<file path="config.mk">
export PLATFORM = sky130hd
export DESIGN_NAME = color_profile_sched_flat
export DESIGN_NICKNAME = d
export VERILOG_FILES = /design/src/rtl/color_pkg.sv /design/src/rtl/color_profile_sched_if.sv /design/src/rtl/color_profile_sched_rr_pick.sv /design/src/rtl/color_profile_sched.sv /design/src/flat_wrapper.sv
export SDC_FILE = /design/constraint.sdc
export NUM_CORES = 1
export LEC_CHECK = 0
export ABC_AREA = 1
export CORE_AREA = 2 2 146 219
export DETAILED_ROUTE_END_ITERATION = 6
export DIE_AREA = 0 0 148 221
export SETUP_SLACK_MARGIN = 0.3
export SLEW_MARGIN = 20
export SYNTH_ARGS = -nofsm -noshare
export SYNTH_HDL_FRONTEND = slang
export SYNTH_SLANG_ARGS = --single-unit
</file>
<file path="constraint.sdc">
create_clock -name clk -period 8.35 [get_ports clk]
set_clock_uncertainty 0.2 [all_clocks]
set_input_delay 1.67 -clock clk [delete_from_list [all_inputs] [get_ports clk]]
set_output_delay 1.67 -clock clk [all_outputs]
set_load 0.005 [all_outputs]
</file>
<file path="src/rtl/color_pkg.sv">
// Shared types and constants for the color-detect frame scheduler.
// The result struct is the payload handed to the downstream tracker.
package color_pkg;

  localparam int PROF_W  = 2;
  localparam int ROW_W   = 13;
  localparam int COL_W   = 13;
  localparam int ROW_MAX = 477;
  localparam int COL_MAX = 617;
  localparam int CNT_W   = 19;

  typedef enum logic {
    IDLE   = 1'b0,
    ACTIVE = 1'b1
  } state_t;

  typedef struct packed {
    logic [PROF_W-1:0] prof;
    logic [CNT_W-1:0]  count;
    logic [ROW_W-1:0]  rmin;
    logic [ROW_W-1:0]  rmax;
    logic [COL_W-1:0]  cmin;
    logic [COL_W-1:0]  cmax;
    logic              empty;
  } result_t;

endpackage

</file>
<file path="src/rtl/color_profile_sched_if.sv">
// Pixel-side inputs, profile select and result handshake of the scheduler.
// master = upstream datapath plus downstream consumer, slave = scheduler.
interface color_profile_sched_if #(
  parameter int NPROF = 4,
  parameter int CNT_W = 19
);
  logic [NPROF-1:0] i_en_mask;
  logic             i_frame_start;
  logic             i_pix_valid;
  logic [12:0]      i_row;
  logic [12:0]      i_col;
  logic             i_hit;
  logic [1:0]       o_prof_sel;
  logic             o_busy;
  logic             o_res_valid;
  logic             i_res_ready;
  logic [1:0]       o_res_prof;
  logic [CNT_W-1:0] o_res_count;
  logic [12:0]      o_res_rmin;
  logic [12:0]      o_res_rmax;
  logic [12:0]      o_res_cmin;
  logic [12:0]      o_res_cmax;
  logic             o_res_empty;
  logic             o_overrun;

  modport master (
    output i_en_mask, i_frame_start, i_pix_valid, i_row, i_col, i_hit, i_res_ready,
    input  o_prof_sel, o_busy, o_res_valid, o_res_prof, o_res_count,
           o_res_rmin, o_res_rmax, o_res_cmin, o_res_cmax, o_res_empty, o_overrun
  );

  modport slave (
    input  i_en_mask, i_frame_start, i_pix_valid, i_row, i_col, i_hit, i_res_ready,
    output o_prof_sel, o_busy, o_res_valid, o_res_prof, o_res_count,
           o_res_rmin, o_res_rmax, o_res_cmin, o_res_cmax, o_res_empty, o_overrun
  );
endinterface

</file>
<file path="src/rtl/color_profile_sched_rr_pick.sv">
// Combinational round-robin finder: first enabled slot strictly after 'last',
// wrapping at NPROF. 'any' is low when no slot is enabled.
module rr_pick
  import color_pkg::*;
#(
  parameter int NPROF = 4
) (
  input  logic [NPROF-1:0]  mask,
  input  logic [PROF_W-1:0] last,
  output logic [PROF_W-1:0] next,
  output logic              any
);

  logic [2*NPROF-1:0] dbl;
  logic [PROF_W:0]    shamt;
  logic [NPROF-1:0]   rot;
  logic [NPROF-1:0]   scan;
  logic [PROF_W-1:0]  off;
  logic [PROF_W:0]    sum;

  // Rotating the doubled mask puts slot last+1 at bit 0.
  assign dbl   = {mask, mask};
  assign shamt = {1'b0, last} + (PROF_W+1)'(1);
  assign rot   = NPROF'(dbl >> shamt);

  always_comb begin
    scan = rot;
    off  = '0;
    any  = 1'b0;
    for (int k = 0; k < NPROF; k++) begin
      if (!any && scan[0]) begin
        any = 1'b1;
        off = PROF_W'(k);
      end
      scan = scan >> 1;
    end
  end

  assign sum  = shamt + {1'b0, off};
  assign next = (sum >= (PROF_W+1)'(NPROF)) ? PROF_W'(sum - (PROF_W+1)'(NPROF))
                                             : PROF_W'(sum);

endmodule

</file>
<file path="src/rtl/color_profile_sched.sv">
// Frame-level round-robin scheduler for the shared HSV threshold comparator:
// counts hit pixels and their bounding box per frame, publishes one result per frame.
module color_profile_sched
  import color_pkg::*;
#(
  parameter int NPROF   = 4,
  parameter int ROW_MAX = color_pkg::ROW_MAX,
  parameter int COL_MAX = color_pkg::COL_MAX,
  parameter int CNT_W   = color_pkg::CNT_W
) (
  input logic                  clk,
  input logic                  rst,
  color_profile_sched_if.slave bus
);

  state_t            state_reg, state_next;
  logic [PROF_W-1:0] prof_sel_reg, prof_sel_next;
  logic [PROF_W-1:0] last_reg, last_next;
  logic [CNT_W-1:0]  count_reg, count_next;
  logic [ROW_W-1:0]  rmin_reg, rmin_next, rmax_reg, rmax_next;
  logic [COL_W-1:0]  cmin_reg, cmin_next, cmax_reg, cmax_next;
  result_t           res_reg, res_new;
  logic              res_valid_reg, overrun_reg;
  logic [PROF_W-1:0] pick_next;
  logic              pick_any;
  logic              qualify, eof, sched, latch;

  rr_pick #(.NPROF(NPROF)) u_pick (
    .mask (bus.i_en_mask),
    .last (last_reg),
    .next (pick_next),
    .any  (pick_any)
  );

  assign qualify = bus.i_pix_valid && bus.i_hit &&
                   (bus.i_row <= ROW_W'(ROW_MAX)) && (bus.i_col <= COL_W'(COL_MAX));
  assign eof     = bus.i_pix_valid &&
                   (bus.i_row == ROW_W'(ROW_MAX)) && (bus.i_col == COL_W'(COL_MAX));

  always_comb begin
    state_next    = state_reg;
    prof_sel_next = prof_sel_reg;
    last_next     = last_reg;
    count_next    = count_reg;
    rmin_next     = rmin_reg;
    rmax_next     = rmax_reg;
    cmin_next     = cmin_reg;
    cmax_next     = cmax_reg;
    sched         = 1'b0;
    latch         = 1'b0;
    case (state_reg)
      IDLE: sched = bus.i_frame_start && pick_any;
      ACTIVE: begin
        if (bus.i_frame_start) begin
          // Truncated frame: restart on the next profile, no result.
          sched = pick_any;
          if (!pick_any) state_next = IDLE;
        end else begin
          if (qualify) begin
            if (count_reg != '1) count_next = count_reg + CNT_W'(1);
            if (bus.i_row < rmin_reg) rmin_next = bus.i_row;
            if (bus.i_row > rmax_reg) rmax_next = bus.i_row;
            if (bus.i_col < cmin_reg) cmin_next = bus.i_col;
            if (bus.i_col > cmax_reg) cmax_next = bus.i_col;
          end
          if (eof) begin
            latch      = 1'b1;
            state_next = IDLE;
          end
        end
      end
      default: state_next = IDLE;
    endcase
    if (sched || (state_reg == ACTIVE && bus.i_frame_start)) begin
      count_next = '0;
      rmin_next  = '1;
      rmax_next  = '0;
      cmin_next  = '1;
      cmax_next  = '0;
    end
    if (sched) begin
      prof_sel_next = pick_next;
      last_next     = pick_next;
      state_next    = ACTIVE;
    end
  end

  // The end-of-frame pixel itself is folded in before the result is captured.
  always_comb begin
    res_new       = '0;
    res_new.prof  = prof_sel_reg;
    res_new.count = count_next;
    res_new.empty = (count_next == '0);
    if (!res_new.empty) begin
      res_new.rmin = rmin_next;
      res_new.rmax = rmax_next;
      res_new.cmin = cmin_next;
      res_new.cmax = cmax_next;
    end
  end

  always_ff @(posedge clk or posedge rst) begin
    if (rst) begin
      state_reg     <= IDLE;
      prof_sel_reg  <= '0;
      last_reg      <= PROF_W'(NPROF - 1);
      count_reg     <= '0;
      rmin_reg      <= '1;
      rmax_reg      <= '0;
      cmin_reg      <= '1;
      cmax_reg      <= '0;
      res_reg       <= '0;
      res_valid_reg <= 1'b0;
      overrun_reg   <= 1'b0;
    end else begin
      state_reg    <= state_next;
      prof_sel_reg <= prof_sel_next;
      last_reg     <= last_next;
      count_reg    <= count_next;
      rmin_reg     <= rmin_next;
      rmax_reg     <= rmax_next;
      cmin_reg     <= cmin_next;
      cmax_reg     <= cmax_next;
      if (latch) begin
        res_reg       <= res_new;
        res_valid_reg <= 1'b1;
        if (res_valid_reg && !bus.i_res_ready) overrun_reg <= 1'b1;
      end else if (res_valid_reg && bus.i_res_ready) begin
        res_valid_reg <= 1'b0;
      end
    end
  end

  assign bus.o_prof_sel  = prof_sel_reg;
  assign bus.o_busy      = (state_reg == ACTIVE);
  assign bus.o_res_valid = res_valid_reg;
  assign bus.o_res_prof  = res_reg.prof;
  assign bus.o_res_count = res_reg.count;
  assign bus.o_res_rmin  = res_reg.rmin;
  assign bus.o_res_rmax  = res_reg.rmax;
  assign bus.o_res_cmin  = res_reg.cmin;
  assign bus.o_res_cmax  = res_reg.cmax;
  assign bus.o_res_empty = res_reg.empty;
  assign bus.o_overrun   = overrun_reg;

endmodule

</file>
<file path="src/flat_wrapper.sv">
// flat-port wrapper written by rule: the top's interface ports become plain ports
module color_profile_sched_flat import color_pkg::*;
#(
  parameter int NPROF   = 4,
  parameter int ROW_MAX = color_pkg::ROW_MAX,
  parameter int COL_MAX = color_pkg::COL_MAX,
  parameter int CNT_W   = color_pkg::CNT_W
)
  (clk, rst, bus_i_en_mask, bus_i_frame_start, bus_i_pix_valid, bus_i_row, bus_i_col, bus_i_hit, bus_i_res_ready, bus_o_prof_sel, bus_o_busy, bus_o_res_valid, bus_o_res_prof, bus_o_res_count, bus_o_res_rmin, bus_o_res_rmax, bus_o_res_cmin, bus_o_res_cmax, bus_o_res_empty, bus_o_overrun);
  color_profile_sched_if #(.NPROF(NPROF), .CNT_W(CNT_W)) bus_i ();
  input logic clk;
  input logic rst;
  input wire logic [$bits(bus_i.i_en_mask)-1:0] bus_i_en_mask;
  input wire logic [$bits(bus_i.i_frame_start)-1:0] bus_i_frame_start;
  input wire logic [$bits(bus_i.i_pix_valid)-1:0] bus_i_pix_valid;
  input wire logic [$bits(bus_i.i_row)-1:0] bus_i_row;
  input wire logic [$bits(bus_i.i_col)-1:0] bus_i_col;
  input wire logic [$bits(bus_i.i_hit)-1:0] bus_i_hit;
  input wire logic [$bits(bus_i.i_res_ready)-1:0] bus_i_res_ready;
  output wire logic [$bits(bus_i.o_prof_sel)-1:0] bus_o_prof_sel;
  output wire logic [$bits(bus_i.o_busy)-1:0] bus_o_busy;
  output wire logic [$bits(bus_i.o_res_valid)-1:0] bus_o_res_valid;
  output wire logic [$bits(bus_i.o_res_prof)-1:0] bus_o_res_prof;
  output wire logic [$bits(bus_i.o_res_count)-1:0] bus_o_res_count;
  output wire logic [$bits(bus_i.o_res_rmin)-1:0] bus_o_res_rmin;
  output wire logic [$bits(bus_i.o_res_rmax)-1:0] bus_o_res_rmax;
  output wire logic [$bits(bus_i.o_res_cmin)-1:0] bus_o_res_cmin;
  output wire logic [$bits(bus_i.o_res_cmax)-1:0] bus_o_res_cmax;
  output wire logic [$bits(bus_i.o_res_empty)-1:0] bus_o_res_empty;
  output wire logic [$bits(bus_i.o_overrun)-1:0] bus_o_overrun;
  assign bus_i.i_en_mask = bus_i_en_mask;
  assign bus_i.i_frame_start = bus_i_frame_start;
  assign bus_i.i_pix_valid = bus_i_pix_valid;
  assign bus_i.i_row = bus_i_row;
  assign bus_i.i_col = bus_i_col;
  assign bus_i.i_hit = bus_i_hit;
  assign bus_i.i_res_ready = bus_i_res_ready;
  assign bus_o_prof_sel = bus_i.o_prof_sel;
  assign bus_o_busy = bus_i.o_busy;
  assign bus_o_res_valid = bus_i.o_res_valid;
  assign bus_o_res_prof = bus_i.o_res_prof;
  assign bus_o_res_count = bus_i.o_res_count;
  assign bus_o_res_rmin = bus_i.o_res_rmin;
  assign bus_o_res_rmax = bus_i.o_res_rmax;
  assign bus_o_res_cmin = bus_i.o_res_cmin;
  assign bus_o_res_cmax = bus_i.o_res_cmax;
  assign bus_o_res_empty = bus_i.o_res_empty;
  assign bus_o_overrun = bus_i.o_overrun;
  color_profile_sched #(.NPROF(NPROF), .ROW_MAX(ROW_MAX), .COL_MAX(COL_MAX), .CNT_W(CNT_W)) u_core (.clk(clk), .rst(rst), .bus(bus_i));
endmodule
</file>
==> results of run 1 <==
==> placed cells by master (no fill, tap or decap), types with 2 or more instances in the layout <==
master,netlist,final
o21ai_1,8,7
nor2_1,44,44
nor2_2,4,4
clkdlybuf4s50_1,0,114
clkinv_2,0,2
nand3_2,56,56
buf_4,4,3
nand2_4,1,2
nor4_1,6,6
clkbuf_1,14,5
or2_1,2,2
nand4_1,12,12
dfrtp_1,124,124
a31oi_1,4,4
a21o_1,2,2
nand2_2,3,3
dfstp_2,28,28
nor2_4,3,3
clkinvlp_4,0,2
o21bai_2,2,2
inv_1,135,134
a21oi_1,42,42
nor3_1,7,7
inv_2,5,5
clkbuf_8,0,3
nand2_1,287,286
clkbuf_16,0,17
o211ai_1,15,15
nand3_1,52,52
o21ai_0,62,62
xor2_1,2,2
o21bai_1,5,5
ha_1,52,52
clkinv_4,0,2
==> cell usage after synthesis, types with 3 or more instances <==
library cell	number	share of area, %
nor3_1	7	0.41
nand3_2	56	6.6
nand2_1	287	13
nand2_2	3	0.22
clkbuf_1	14	0.62
o21bai_1	5	0.44
nor2_1	44	1.9
a31oi_1	4	0.29
buf_8	4	0.71
dfrtp_1	124	36
nor2_4	3	0.40
nor2_2	4	0.29
inv_1	135	6.0
o21ai_0	62	3.6
ha_1	52	7.6
buf_2	12	0.71
inv_2	5	0.22
o211ai_1	15	1.3
nand3_1	52	3.1
o21ai_1	8	0.47
buf_4	4	0.35
nor4_1	6	0.44
dfstp_2	28	8.6
a21oi_1	42	2.5
nand4_1	12	0.88
==> through the flow <==
step | cell area [um2] | utilization (%) | power, mW
5_1_grt | 10500 | 34.2 | 1.84
3_5_place_dp | 9970 | 32.3 | 1.02
2_1_floorplan | 8510 | - | 0.962
6_report | 10500 | 34.2 | 1.75
3_3_place_gp | 9970 | 32.3 | 1.02
4_1_cts | 10500 | 34.1 | 1.78
==> worst max-delay path, stage by stage <==
cell and delay [ps]:
clkdlybuf4s50_1 610, nand2_1 110, nor2_1 230, nand3_2 140, a21oi_4 310, nand3_4 300, nor2_4 210, nand2_1 70
nand3_1 120, nand2_1 90, nor2_2 190, nand2_2 100, nor2_4 140, nand2_8 330, nand3_1 180, nand2_1 70
==> path summary, 6_finish.rpt <==
| path | end | startpoint | slack, ps |
|---|---|---|---|
| max reg2reg | u_core.bus.o_res_rmax[7]$_DFFE_PP0P_ | u_core.last_reg[0]$_DFFE_PP1P_ | 4880 |
| min | u_core.bus.o_res_rmin[9]$_DFFE_PP0P_ | u_core.bus.o_res_rmin[9]$_DFFE_PP0P_ | 280 |
| max in group asynchronous | u_core.bus.o_res_rmin[10]$_DFFE_PP0P_ | rst | 4980 |
| min in group asynchronous | u_core.bus.o_overrun$_DFFE_PP0P_ | rst | 1540 |
| min reg2reg | u_core.bus.o_res_rmin[9]$_DFFE_PP0P_ | u_core.bus.o_res_rmin[9]$_DFFE_PP0P_ | 280 |
| max | u_core.bus.o_res_rmax[7]$_DFFE_PP0P_ | bus_i_row[2] | 3590 |
==> cell families after synthesis <==
kind of cell,count (synthesis),share of synthesized area [%]
DFF,152,45.1
xor gates and xnor gates,2,0.206
adders and majority gates,52,7.64
AOI/OAI and AO/OA,146,9.85
buffers and inverters,177,8.96
and+or+nand+nor,484,28.3
==> power by group through the flow <==
stage | logic (mW) | registers, mW | clock network (mW)
2_1_floorplan | 0.185 | 0.777 | 0
4_1_cts | 0.241 | 0.768 | 0.770
6_report | 0.236 | 0.768 | 0.751
3_5_place_dp | 0.239 | 0.781 | 0
3_3_place_gp | 0.236 | 0.780 | 0
5_1_grt | 0.268 | 0.770 | 0.799
==> routing by layer <==
metal | up-vias | global-route usage [%] | part of all wire [%]
li1 | 3478 | - | -
met1 | 3326 | 17.0 | 41
met2 | 139 | 25.4 | 51
met3 | 43 | 3.67 | 4.3
met4 | 0 | 7.65 | 3.8
met5 | - | 0 | 0
==> area by class of cell <==
| type | instances | area share (%) |
|---|---|---|
| Multi-Input combinational cell | 684 | 37.3 |
| Sequential cell | 152 | 36.4 |
| Timing Repair Buffer | 117 | 11.0 |
| Inverter | 141 | 5.07 |
| Tap cell | 405 | 4.81 |
| Clock buffer | 25 | 4.61 |
| Clock inverter | 7 | 0.689 |
| Antenna cell | 1 | 0.0238 |
==> flow_summary.json, run 1 <==
{
  "synth.distinct_cells": 46,
  "dp_hpwl_um": 16300,
  "min_period_over_period_pct": 57.0,
  "die_x_um": 148,
  "pwr-share-seq_pct": 43.8,
  "layout.cells.non_filler": 1532,
  "sw_frac_of_total_pct": 27.7,
  "wl_per_cell_um": 15.0,
  "grt_use_total_pct": 14.8,
  "yosysWarnings": 0,
  "clk_pin_slew_ps": 60,
  "dr.pass1.iters": 5,
  "ant_nets": 0,
  "slew_headroom_pct": 31.5,
  "hold_viol_final": 0,
  "leakagePower_nw": 5.26,
  "cts.path.max_buffers": 2,
  "synth_area_um2": 8510,
  "wirelength_um": 23000,
  "synth_ff_type": "dfrtp_1",
  "seq_area_um2": 3840,
  "multi_input_area_um2": 3930,
  "worst_pin_slew_ps": 1030,
  "overflow": 0,
  "clkLatencyLatePin_ps": 450,
  "htree_levels": 4,
  "antenna_found_initial": 1,
  "dieArea_um2": 32700,
  "io_pins": 115,
  "grt_max_degree": 96,
  "syn-instance-count": 1013,
  "start_util_pct": 27.6,
  "maxCapViolations": 0,
  "cts.sinks": 152,
  "outcome": "complete, no violations",
  "cts_buffers": 17,
  "fin_setup_tns_ps": 0,
  "internal_power_mw": 1.27,
  "synth_fp_nets": 1101,
  "worstPathMaxFanout": 53,
  "drc": 0,
  "async_reset_ff_share_pct": 100,
  "reg2regPathDepth": 17,
  "max_freq_ghz": 0.210,
  "power.density_nw_per_um2": 167,
  "cts_resized": 0,
  "whs_path_depth": 2,
  "place_ws_ps": 3090,
  "fp.coreArea_um2": 30800,
  "drt_iter0_markers": 401,
  "clockPowerShare_pct": 42.8,
  "ir_drop_uv": 132,
  "gp_congestion": 0.858,
  "hp-class": "flip-flop to flip-flop",
  "finalSetupViolations": 0,
  "crit_path_end_kind": "flip-flop",
  "hold_slack_ps": 280,
  "p_sw_uw": 486,
  "cts_root_buf": "clkbuf_16",
  "fillerInstances": 3265,
  "comb_power_share_pct": 13.4,
  "nets": 1201,
  "arrival_ps": 4890,
  "ys_seq_elements": 152,
  "period_needed_ps": 4760,
  "crit_path_start_kind": "input pin",
  "dp.cells": 1499,
  "rsz0062_at_grt": "no",
  "drive_above_1_share_pct": 12.8,
  "postCtsSetupBuffers": 0,
  "die_h_um": 221,
  "criticalPathCategory": "input pin to flip-flop",
  "first_global_vias": 7295,
  "vias": 6986,
  "syn_to_final_growth_pct": 23.7,
  "synth_edf_count": 0,
  "tritoncts": "done",
  "via_per_inst": 4.56,
  "row_count": 79,
  "synth_seq_area_share_pct": 45.1,
  "synth_area_per_cell_um2": 8.41,
  "grt_pass1_wl_um": 37900,
  "postCtsHoldBufs": 0,
  "setup_slack_ps": 3590,
  "cp.required_ps": 8480,
  "io_buffers": 114,
  "slew_violations": 0
}
Power figures use the tool's default switching activity.
==> inputs of run 2 (changes only) <==
clock period = 4.85 ns   (was 8.35 ns; I/O delays follow)
==> flow_summary.json, run 2 (synthesis results as in run 1) <==
{
  "slew_violations": 0,
  "whs_path_depth": 2,
  "clockPowerShare_pct": 45.0,
  "wirelength_um": 22400,
  "cts_buffers": 17,
  "postCtsSetupBuffers": 0,
  "final_common_cell": "nand2_1",
  "postCtsHoldBufs": 0,
  "cts.path.max_buffers": 2,
  "worst_pin_slew_ps": 900,
  "io_pins": 115,
  "pwr-share-seq_pct": 42.0,
  "cp.required_ps": 4970,
  "cts.sinks": 152,
  "worstPathMaxFanout": 53,
  "vias": 6908,
  "die_h_um": 221,
  "crit_slowest_cell": "clkdlybuf4s50_1",
  "r2r_slack_ps": 1430,
  "gp_congestion": 0.863,
  "nets": 1210,
  "overflow": 0,
  "tritoncts": "done",
  "cts_resized": 0,
  "clkLatencyLatePin_ps": 440,
  "dieArea_um2": 32700,
  "dp_hpwl_um": 16500,
  "critPathBufInv": 2,
  "leakagePower_nw": 5.34,
  "internal_power_mw": 2.31,
  "syn_to_final_growth_pct": 25.4,
  "comb_power_share_pct": 13.0,
  "drt_iter0_markers": 359,
  "maxCapViolations": 0,
  "slowest_delay_ps": 570,
  "htree_levels": 4,
  "fin_setup_tns_ps": 0,
  "final_cell_mix": "nand2_1, inv_1, dfrtp_1",
  "grt_max_degree": 153,
  "drc": 0,
  "clk_pin_slew_ps": 60,
  "die_x_um": 148,
  "crit_family": "simple AND/OR/NAND/NOR gates",
  "start_util_pct": 27.6,
  "globalRoute.busiestLayer": "met2",
  "p_sw_uw": 833,
  "first_global_vias": 7171,
  "setup_slack_ps": 824,
  "drive_above_1_share_pct": 13.7,
  "grt_use_total_pct": 14.3,
  "crit_path_start_kind": "input pin",
  "dr.pass1.iters": 4,
  "reg2regPathDepth": 13,
  "grtUsageMet2_pct": 24.9,
  "ant_nets": 0,
  "grt_pass1_wl_um": 37300,
  "antenna_found_initial": 1,
  "critPathMostFrequentCell": "nand2_1",
  "io_buffers": 114,
  "criticalPathCategory": "input pin to flip-flop",
  "arrival_ps": 4150,
  "gr-usage-met3_pct": 3.03,
  "slew_headroom_pct": 40.0,
  "power.density_nw_per_um2": 295,
  "ir_drop_uv": 224,
  "sw_frac_of_total_pct": 26.5,
  "finalSetupViolations": 0,
  "rsz0062_at_grt": "no",
  "period_needed_ps": 4030,
  "crit_path_end_kind": "flip-flop",
  "outcome": "complete, no violations",
  "row_count": 79,
  "hp-class": "flip-flop to flip-flop",
  "hp-start": "u_core.bus.o_res_cmin[3]$_DFFE_PP0P_",
  "n_antenna_cell": 0,
  "max_freq_ghz": 0.248,
  "grt_util_met1_pct": 16.4,
  "hold_end": "u_core.bus.o_res_cmin[3]$_DFFE_PP0P_",
  "via_per_inst": 4.49,
  "worstReg2RegEnd": "u_core.bus.o_res_cmin[4]$_DFFE_PP0P_",
  "hold_viol_final": 0,
  "rr_startpoint": "u_core.bus.o_busy$_DFF_PP0_",
  "fp.coreArea_um2": 30800,
  "wl_per_cell_um": 14.6,
  "path_cells": "clkdlybuf4s50_1 > nand2_1 > nor2_1 > nand3_2 > a21oi_4 > nand3_4 > clkinv_1 > nand3_1 > nand3_1 > nand2_1 > nor2_1 > nand2_2 > nor2_4 > nand2_8 > nand3_2 > nand2_1",
  "min_period_over_period_pct": 83.0,
  "place_ws_ps": 348,
  "cts_root_buf": "clkbuf_16"
}
[run 2: per-layer routing]
| metal | routed length, um | vias to the layer above |
|---|---|---|
| li1 | - | 3497 |
| met1 | 9530 | 3263 |
| met2 | 11300 | 101 |
| met3 | 776 | 45 |
| met4 | 836 | 2 |
| met5 | 13 | - |
[run 2: worst min-delay path, cell delays in order (launching register included)]
cell     delay (ps)
dfrtp_1         340
nand2_1          50
nand2_1          50
[run 2: metrics by stage]
step           instance area (um2)  total power, mW  hold slack, ps  utilization, %  std cells
2_1_floorplan                 8520             1.66             268               -       1013
3_3_place_gp                 10100             1.75             264            32.6       1508
3_5_place_dp                 10100             1.76             264            32.6       1508
4_1_cts                      10700             3.20             281            34.6       1540
5_1_grt                      10700             3.29             304            34.6       1540
6_report                     10700             3.15             276            34.6       1540
[run 2: area by class of cell]
type	instances	area (um2)
clock buffer	20	447
clock inverter	12	175
fill	3229	20200
timing repair buffer	126	1260
sequential	152	3840
inverter	141	533
multi-input combinational	684	3920
tap	405	507
[run 2: power groups by stage]
| stage | Combinational (mW) | Clock (mW) | Sequential (mW) |
|---|---|---|---|
| after global placement | 0.409 | 0 | 1.34 |
| final | 0.409 | 1.42 | 1.32 |
| after floorplan | 0.318 | 0 | 1.34 |
| after detailed placement | 0.417 | 0 | 1.34 |
| after global routing | 0.470 | 1.49 | 1.33 |
| after CTS | 0.419 | 1.46 | 1.32 |
[run 2: worst max path at each step]
stage	startpoint	end	cells after the start
2_1_floorplan	rst	u_core.bus.o_busy$_DFF_PP0_	1
3_3_place_gp	bus_i_row[3]	u_core.bus.o_res_cmin[4]$_DFFE_PP0P_	16
3_5_place_dp	bus_i_row[3]	u_core.bus.o_res_cmin[4]$_DFFE_PP0P_	16
4_1_cts	bus_i_row[3]	u_core.bus.o_res_cmin[4]$_DFFE_PP0P_	16
5_1_grt	bus_i_row[3]	u_core.bus.o_res_rmax[7]$_DFFE_PP0P_	16
6_report	bus_i_row[3]	u_core.bus.o_res_cmin[4]$_DFFE_PP0P_	16
